<file path="src/rtl/clashup_core_p.sv">
// clashup_core_p: parametrised multi-cycle ClashUp execution core.
// Fetches opcodes and operands from an asynchronously read program memory, executes
// register arithmetic, jumps and OUT transfers over a valid/ready channel, and
// reports HALT and illegal opcodes. Define CLASHUP_MUL_EN to make opcode 0x08 (MUL) legal.
module clashup_core_p #(
  parameter int DW    = 8,
  parameter int NREG  = 8,
  parameter int DEPTH = 256
) (
  input  logic                     clk,
  input  logic                     rst,
  input  logic                     prog_we,
  input  logic [$clog2(DEPTH)-1:0] prog_addr,
  input  logic [DW-1:0]            prog_wdata,
  input  logic                     run,
  output logic [DW-1:0]            out_data,
  output logic                     out_valid,
  input  logic                     out_ready,
  output logic                     halted,
  output logic                     err,
  output logic [$clog2(DEPTH)-1:0] pc_o
);
  localparam int AW = $clog2(DEPTH);
  localparam int RW = $clog2(NREG);

  localparam logic [DW-1:0] OP_NOP  = DW'(0);
  localparam logic [DW-1:0] OP_SET  = DW'(1);
  localparam logic [DW-1:0] OP_ADD  = DW'(2);
  localparam logic [DW-1:0] OP_OUT  = DW'(3);
  localparam logic [DW-1:0] OP_SUB  = DW'(4);
  localparam logic [DW-1:0] OP_JMP  = DW'(5);
  localparam logic [DW-1:0] OP_JZ   = DW'(6);
  localparam logic [DW-1:0] OP_HALT = DW'(7);
`ifdef CLASHUP_MUL_EN
  localparam logic [DW-1:0] OP_MUL  = DW'(8);
`endif

  typedef enum logic [2:0] {
    S_IDLE, S_FETCH, S_OP1, S_OP2, S_EXEC, S_OUTW, S_HALT
  } state_t;

  state_t        state;
  state_t        state_nxt;
  logic [DW-1:0] mem  [DEPTH];
  logic [DW-1:0] regs [NREG];
  logic [AW-1:0] pc;
  logic [DW-1:0] ir;
  logic [DW-1:0] a;
  logic [DW-1:0] b;
  logic [DW-1:0] mem_rd;
  logic [RW-1:0] ra;
  logic [RW-1:0] rb;
  logic          loadable;

  // Number of operand words that follow an opcode; illegal opcodes have none.
  function automatic logic [1:0] op_count(input logic [DW-1:0] op);
    logic [1:0] n;
    case (op)
      OP_SET, OP_ADD, OP_SUB, OP_JZ: n = 2'd2;
      OP_OUT, OP_JMP:                n = 2'd1;
`ifdef CLASHUP_MUL_EN
      OP_MUL:                        n = 2'd2;
`endif
      default:                       n = 2'd0;
    endcase
    return n;
  endfunction

  function automatic logic is_legal(input logic [DW-1:0] op);
    logic ok;
    ok = (op <= OP_HALT);
`ifdef CLASHUP_MUL_EN
    ok = ok || (op == OP_MUL);
`endif
    return ok;
  endfunction

  // Register arithmetic wraps modulo 2^DW; MUL keeps the low DW bits of the product.
  function automatic logic [DW-1:0] alu_wrap(input logic [DW-1:0] op,
                                             input logic [DW-1:0] x,
                                             input logic [DW-1:0] y);
    logic [DW-1:0] r;
    case (op)
      OP_SUB:  r = x - y;
`ifdef CLASHUP_MUL_EN
      OP_MUL:  r = x * y;
`endif
      default: r = x + y;
    endcase
    return r;
  endfunction

  assign mem_rd    = mem[pc];
  assign ra        = a[RW-1:0];
  assign rb        = b[RW-1:0];
  assign loadable  = (state == S_IDLE) || (state == S_HALT);
  assign out_valid = (state == S_OUTW);
  assign halted    = (state == S_HALT);
  assign pc_o      = pc;

  // Program memory: host writes only while the core is idle or halted; never reset.
  always_ff @(posedge clk) begin
    if (prog_we && loadable) mem[prog_addr] <= prog_wdata;
  end

  // State register.
  always_ff @(posedge clk or posedge rst) begin
    if (rst) state <= S_IDLE;
    else     state <= state_nxt;
  end

  // Next-state decode: one state per cycle, operand states skipped when unused.
  always_comb begin
    state_nxt = state;
    case (state)
      S_IDLE, S_HALT: if (run) state_nxt = S_FETCH;
      S_FETCH:        state_nxt = (op_count(mem_rd) != 2'd0) ? S_OP1 : S_EXEC;
      S_OP1:          state_nxt = (op_count(ir) == 2'd2) ? S_OP2 : S_EXEC;
      S_OP2:          state_nxt = S_EXEC;
      S_EXEC: begin
        if (!is_legal(ir) || ir == OP_HALT) state_nxt = S_HALT;
        else if (ir == OP_OUT)              state_nxt = S_OUTW;
        else                                state_nxt = S_FETCH;
      end
      S_OUTW:         if (out_ready) state_nxt = S_FETCH;
      default:        state_nxt = S_IDLE;
    endcase
  end

  // Datapath: pc, instruction/operand latches, register file, OUT value and sticky error.
  always_ff @(posedge clk or posedge rst) begin
    if (rst) begin
      pc       <= '0;
      ir       <= '0;
      a        <= '0;
      b        <= '0;
      out_data <= '0;
      err      <= 1'b0;
      for (int i = 0; i < NREG; i++) regs[i] <= '0;
    end else begin
      case (state)
        S_IDLE, S_HALT: begin
          if (run) begin
            pc  <= '0;
            err <= 1'b0;
          end
        end
        S_FETCH: begin
          ir <= mem_rd;
          pc <= pc + 1'b1;
        end
        S_OP1: begin
          a  <= mem_rd;
          pc <= pc + 1'b1;
        end
        S_OP2: begin
          b  <= mem_rd;
          pc <= pc + 1'b1;
        end
        S_EXEC: begin
          case (ir)
            OP_NOP, OP_HALT: ;
            OP_SET:          regs[ra] <= b;
            OP_ADD, OP_SUB:  regs[ra] <= alu_wrap(ir, regs[ra], regs[rb]);
`ifdef CLASHUP_MUL_EN
            OP_MUL:          regs[ra] <= alu_wrap(ir, regs[ra], regs[rb]);
`endif
            OP_OUT:          out_data <= regs[ra];
            OP_JMP:          pc <= a[AW-1:0];
            OP_JZ:           if (regs[ra] == '0) pc <= b[AW-1:0];
            default:         err <= 1'b1;
          endcase
        end
        default: ;
      endcase
    end
  end

endmodule

</file>
<file path="config.mk">
export PLATFORM = sky130hd
export DESIGN_NAME = clashup_core_p
export DESIGN_NICKNAME = d
export VERILOG_FILES = /design/src/rtl/clashup_core_p.sv
export SDC_FILE = /design/constraint.sdc
export NUM_CORES = 2
export LEC_CHECK = 0
export CORE_UTILIZATION = 30
export DETAILED_ROUTE_END_ITERATION = 6
export HOLD_SLACK_MARGIN = 0.08
export PLACE_DENSITY = 0.52
export SLEW_MARGIN = 0
export SYNTH_ARGS = -nofsm -noshare
export SYNTH_HDL_FRONTEND = slang
export SYNTH_SLANG_ARGS = --single-unit
</file>
<file path="constraint.sdc">
create_clock -name clk -period 6.95 [get_ports clk]
set_input_delay 0.695 -clock clk [delete_from_list [all_inputs] [get_ports clk]]
set_output_delay 0.695 -clock clk [all_outputs]
set_load 0.02 [all_outputs]
</file>
Word level (Yosys, flattened, before mapping)
Memory sizes are Yosys's and may differ from the RTL's.
Cells that the tools add are included.
{"block": "word_totals", "n_memories": 1, "out_inout_bits": 19, "ramBits": 2048, "word_cells": 109, "in_bits": 21, "reg_bits": 108}
{"block": "op_classes", "n_reduce_logical": 25, "n_eq_ne": 25, "n_addsub": 3, "n_lt_le_gt_ge": 4, "mux": 34, "bitwise_logic": 2}
{"name": "mem", "depth": 256, "width": 8, "rd": 1, "rd_ports_with_merged_regs": 0, "wr": 1, "line_no": "44", "source": "logic [DW-1:0] mem [DEPTH];"}
{"cell": "$bwmux 64", "n": 2}
{"cell": "$pmux 64 s2", "n": 1}
{"cell": "$mux 8", "n": 10}
{"cell": "$eq 8x3->1 const B", "n": 7}
{"cell": "$bmux 8 s3", "n": 2}
{"cell": "$eq 8x2->1 const B", "n": 4}
{"cell": "$demux 8 s3", "n": 1}
{"cell": "$pmux 8 s3", "n": 1}
{"cell": "$mux 3", "n": 6}
{"cell": "$pmux 3 s6", "n": 1}
{"cell": "$eq 8x1->1 const B", "n": 2}
{"cell": "$logic_not 8->1", "n": 2}
{"cell": "$pmux 8 s2", "n": 1}
{"cell": "$eq 3x3->1 const B", "n": 3}
{"cell": "$add 8x1->8 const B", "n": 1}
{"cell": "$add 8x8->8", "n": 1}
{"cell": "$ge 4x4->1 const B", "n": 2}
{"cell": "$le 8x3->1 const B", "n": 1}
{"cell": "$not 3->4", "n": 2}
{"cell": "$pmux 2 s2", "n": 2}
{"cell": "$reduce_or 2->1", "n": 4}
{"cell": "$reduce_or 4->1", "n": 2}
{"cell": "$reduce_or 8->1", "n": 1}
{"cell": "$sub 8x8->8", "n": 1}
{"cell": "21 further kinds", "n": 33}

Logic depth before layout (Yosys ltp)
{"block": "logic_depth", "word_depth": 10, "mapped_depth": 18}

Worst setup path after synthesis
Ideal clock, no wire load.
{"block": "synth_timing", "path_kind": "register to register", "startpoint": "reg ir[4]", "endpoint": "reg regs[31] in the netlist's numbering", "stages_incl_launch_ff": 18, "slack_ns": 3.059, "arrival_time_ns": 3.749, "path_buffers": 0, "setup_ns": 0.142, "path_cell_list": "dfrtp_1 -> or4_1 -> nor2_1 -> nand2_1 -> or3_1 -> o21ai_0 -> inv_1 -> ha_1 -> nor2b_1 -> o21ai_0 -> a21boi_0 -> o21ai_0 -> nand2_1 -> a21o_1 -> a21oi_1 -> xnor2_1 -> mux2i_1 -> o21ai_0"}
{"block": "synth_via", "elab_chain_len": 6}
{"element": "from (decl)", "line_no": "47", "source": "logic [DW-1:0] ir;"}
{"element": "from (signal assigned)", "line_no": "149", "source": "ir <= mem_rd;"}
{"element": "$eq 8x3->1", "line_no": "83, 161"}
{"element": "$mux 8", "line_no": "83", "source": "case (op)"}
{"element": "$mux 8", "line_no": "161", "source": "case (ir)"}
{"element": "$mux 8", "line_no": "141", "source": "case (state)"}
{"element": "$bwmux 64", "line_no": "164", "source": "OP_ADD, OP_SUB: regs[ra] <= alu_wrap(ir, regs[ra], regs[rb]);"}
{"element": "$pmux 64 s2", "line_no": "161"}
{"element": "to (signal, indexed assignment)", "line_no": "164"}
{"element": "to (decl)", "line_no": "45", "source": "logic [DW-1:0] regs [NREG];"}
Several ways; a longest one is shown, not always the timed one. The select of a mux whose other input is x is not followed.
A chain may end at the register's enable or synchronous reset.

Worst setup path in the final report
{"block": "layout_timing", "startpoint": "reg pc[0] (netlist: pc_o[0])", "endpoint": "reg state[2]"}
{"block": "layout_via", "elab_chain_len": 8}
{"element": "from (decl)", "line_no": "46", "source": "logic [AW-1:0] pc;"}
{"element": "from (signal assigned)", "line_no": "150", "source": "pc <= pc + 1'b1;"}
{"element": "from (signal assigned)", "line_no": "154", "source": "pc <= pc + 1'b1;"}
{"element": "from (signal assigned)", "line_no": "158", "source": "pc <= pc + 1'b1;"}
{"element": "$mem_v2 256x8 (*)"}
{"element": "$eq 8x1->1, or another cell as far along", "line_no": "58", "source": "case (op)"}
{"element": "$reduce_or 4->1 or $reduce_or 2->1 (tied branches)", "line_no": "58"}
{"element": "$pmux 2 s2 (*)", "line_no": "58"}
{"element": "$mux 2 (*)", "line_no": "115", "source": "case (state)"}
{"element": "$reduce_bool 2->1 (*)", "line_no": "117", "source": "S_FETCH: state_nxt = (op_count(mem_rd) != 2'd0) ? S_OP1 : S_EXEC;"}
{"element": "$mux 3 (*)", "line_no": "117"}
{"element": "$pmux 3 s6 (*)", "line_no": "115"}
{"element": "to (signal assigned)", "line_no": "109", "source": "else state <= state_nxt;"}
{"element": "to (decl)", "line_no": "42", "source": "state_t state;"}
Mark *: on every way between the ends. The rest lies on a longest branch, timed or not. The select of a mux whose other input is x is not followed.

==> results.py <==
metrics = {
    "cts": {
        "cts_tree": "built",
        "clockBufferDepth": 3,
        "htreeDepth": 4,
        "cts_buffers": 217,
        "cts_setup_buffers": 0,
        "cts_root_buffer": "clkbuf_16",
        "cts_sinks": 2156,
        "cts.clk_slew.worst_paths_ns": 0.06,
        "cts_resized": 0,
        "clk_latency_ns": 0.88,
        "holdBufCountCts": 0,
    },
    "synth": {
        "ys_seq_area_frac": 0.7466,
        "async_flop_share": 0.05009,
        "avgSynthCellArea_um2": 19.34,
        "syn_inst": 4447,
        "yosysUniqueCellTypes": 81,
        "ys_ff_latch": 2156,
        "synth_edf_count": 2048,
        "syn_area_um2": 86000,
        "synth-main-ff-cell": "edfxtp_1",
        "yosys_warnings": 0,
        "synth_nets": 4478,
    },
    "floorplanning": {
        "die_w_um": 537.4,
        "die-area_um2": 288800,
        "ios": 40,
        "start_util": 0.3015,
        "core_um2": 285200,
        "rows": 196,
        "die_y_um": 537.4,
    },
    "sta": {
        "period_needed_ns": 5.260,
        "timing.final.max_slew_violations": 0,
        "skew_ns": 0.05002,
        "setup_viol": 0,
        "finalHoldViolCount": 0,
        "rsz0062_at_grt": "no",
        "fmax_mhz": 190.1,
        "maxSlewHeadroom": 0.08368,
        "fin_crit_sh": 0.7569,
        "worstMarginPinSlew_ns": 1.362,
        "setup_tns_ns": 0,
    },
    "power": {
        "power.switching_w": 0.01110,
        "p_int_w": 0.02432,
        "ir_drop_mv": 0.2665,
        "p_clk_frac": 0.330,
        "p_comb_frac": 0.251,
        "sequentialPowerShare": 0.419,
        "leakage_nw": 29.60,
        "switching_share": 0.3134,
        "power_density_nw_per_um2": 362.2,
    },
    "routing": {
        "ant_nets": 0,
        "drt_iter0_drc": 5733,
        "via_per_inst": 5.359,
        "vias": 45603,
        "drcViolationCount": 7,
        "firstDrtPassIters": 7,
        "wl_per_cell_um": 30.99,
        "totalWireLength_um": 263700,
    },
    "finish": {
        "fill_cells": 26690,
        "drive_gt1_frac": 0.2049,
        "final_util": 0.3429,
        "stdcell_count": 8509,
        "fin_nets": 4588,
        "synthToLayoutAreaGrowth_pct": 13.71,
    },
    "run_status": {
        "status": "finished, violations left",
        "violations": "design-rule violations",
    },
    "placement": {
        "dp.cells": 8100,
        "io_buffers": 39,
        "routabilityCongestion": 0.8746,
        "hpwl_um": 166300,
    },
    "global_routing": {
        "grt_usage": 0.1808,
        "grt_pass1_wl_um": 365600,
        "grt_max_degree": 173,
        "first_global_vias": 44810,
        "grt_antenna_before_repair": 16,
        "overflow": 0,
    },
    "job": {
        "maxCapViolations": 0,
    },
    "critical_path": {
        "end_kind": "flip-flop",
        "worst-endpoint-required_ns": 7.70,
        "crit_arrival_ns": 6.01,
        "crit_type": "reg -> reg",
        "r2r-start": "pc_o[0]$_DFFE_PP0P_",
        "worstSetupStartpointType": "flip-flop",
        "r2r_slack_ns": 1.69,
        "crit_path_max_fanout": 56,
        "r2r-end": "state[2]$_DFFE_PP0P_",
        "reg2reg_depth": 11,
    },
    "min_path": {
        "min_path_type": "in -> async",
    },
}
==> final cells by class <==
cell class	instances	area, um^2	share of cell area
clock buffers	274	5717	0.05846
clock inverters	126	1269	0.01297
inverters	18	70.07	0.0007165
flip-flops and latches	2156	64230	0.6568
multi-input cells	2009	20210	0.2067
repair buffers	155	1564	0.01599
diodes	9	22.52	0.0002303
well taps	3762	4707	0.04814
==> state kept, by name, summed over array words and instances (netlist names) <==
register and count:
b 8, state 3, regs 64, ir 8, err 1, a 8, mem 2048, out_data 8
pc_o 8
==> power groups by stage <==
| stage | registers, W | clock network (W) | logic [W] |
|---|---|---|---|
| after CTS | 0.0148 | 0.0119 | 0.00885 |
| final | 0.0148 | 0.0117 | 0.00888 |
| after global routing | 0.0149 | 0.0123 | 0.00927 |
| after floorplan | 0.0148 | 0 | 0.00557 |
| after global placement | 0.0151 | 0 | 0.00884 |
| after detailed placement | 0.0151 | 0 | 0.00883 |
==> cell usage in the layout, fill, tap and decap left out, drive strengths merged, types with 10 or more instances in the layout <==
cell           count
a22o              10
clkbuf           282
a2111oi           16
nand3             37
nor3              39
inv               25
bufinv            21
mux2i            193
mux4             472
nor4              17
dfrtp            108
a221oi            19
a22oi             98
nand2            194
a211oi            12
a21oi             97
nor2             365
and3              10
and2              11
o21ai            107
nand2b            18
clkdlybuf4s50     31
nand4             16
mux2              46
o22ai             41
clkinv            94
buf              116
edfxtp          2048
nor2b             36
a31oi             18
o221ai            25
==> worst max-delay path by stage <==
stage / startpoint / slack [ns] / endpoint / cells after the start
after CTS: pc_o[0]$_DFFE_PP0P_ / 1.71 / state[2]$_DFFE_PP0P_ / 11
final: pc_o[0]$_DFFE_PP0P_ / 1.69 / state[2]$_DFFE_PP0P_ / 11
after detailed placement: pc_o[0]$_DFFE_PP0P_ / 1.74 / state[2]$_DFFE_PP0P_ / 11
after global placement: pc_o[2]$_DFFE_PP0P_ / 1.55 / state[2]$_DFFE_PP0P_ / 12
after global routing: pc_o[0]$_DFFE_PP0P_ / 1.46 / state[2]$_DFFE_PP0P_ / 11
after floorplan: ir[4]$_DFFE_PP0P_ / 3.06 / regs[31]$_DFFE_PP0P_ / 17
==> critical path: stages, from the launching register on <==
cell and delay [ns]:
dfrtp_4 0.77, buf_12 0.40, buf_4 0.47, mux4_2 0.58, a22oi_1 0.56, a21oi_1 0.20, nor4_1 0.31, o22ai_1 0.26
nor3_2 0.85, nor2b_1 0.23, nand4_1 0.18, a21o_1 0.23
==> cell families after synthesis <==
kind of cell,Yosys count,synth area share
DFF,2156,0.7466
and+or+nand+nor,777,0.03997
muxes,711,0.1526
AOI/OAI and AO/OA,497,0.03848
buffers and inverters,282,0.01941
xor gates and xnor gates,14,0.001426
adders and majority gates,10,0.001542
==> per-stage QoR <==
step,area [um^2],total power [W],setup slack [ns],hold WS [ns]
finish,97790,0.03542,1.690,0.3019
global route,97770,0.03645,1.461,0.3562
CTS,97760,0.03555,1.714,0.2783
detailed placement,90780,0.02394,1.741,0.4699
global placement,90770,0.02395,1.545,0.4590
floorplan,86000,0.02041,3.059,0.4387
==> layer usage <==
| layer | share of wire | GRT usage | wire length [um] |
|---|---|---|---|
| met3 | 0.088 | 0.04235 | 23310 |
| met4 | 0.031 | 0.05642 | 8069 |
| met5 | 0.0012 | 0 | 319 |
| met2 | 0.46 | 0.2762 | 120500 |
| met1 | 0.42 | 0.2546 | 111500 |
==> cells in the mapped netlist, types with 37 or more instances <==
library cell / number / area, um^2
edfxtp_1: 2048 / 61500
mux4_2: 460 / 10360
nor2_1: 364 / 1366
nand2_1: 194 / 728.2
mux2i_1: 193 / 1932
clkbuf_1: 110 / 412.9
dfrtp_1: 108 / 2703
o21ai_0: 102 / 510.5
a21oi_1: 97 / 485.5
a22oi_1: 97 / 728.2
buf_2: 71 / 355.3
mux2_2: 46 / 518.0
o22ai_1: 41 / 256.5
nor3_1: 38 / 190.2
nand3_1: 37 / 185.2
Power figures use the tool's default switching activity.
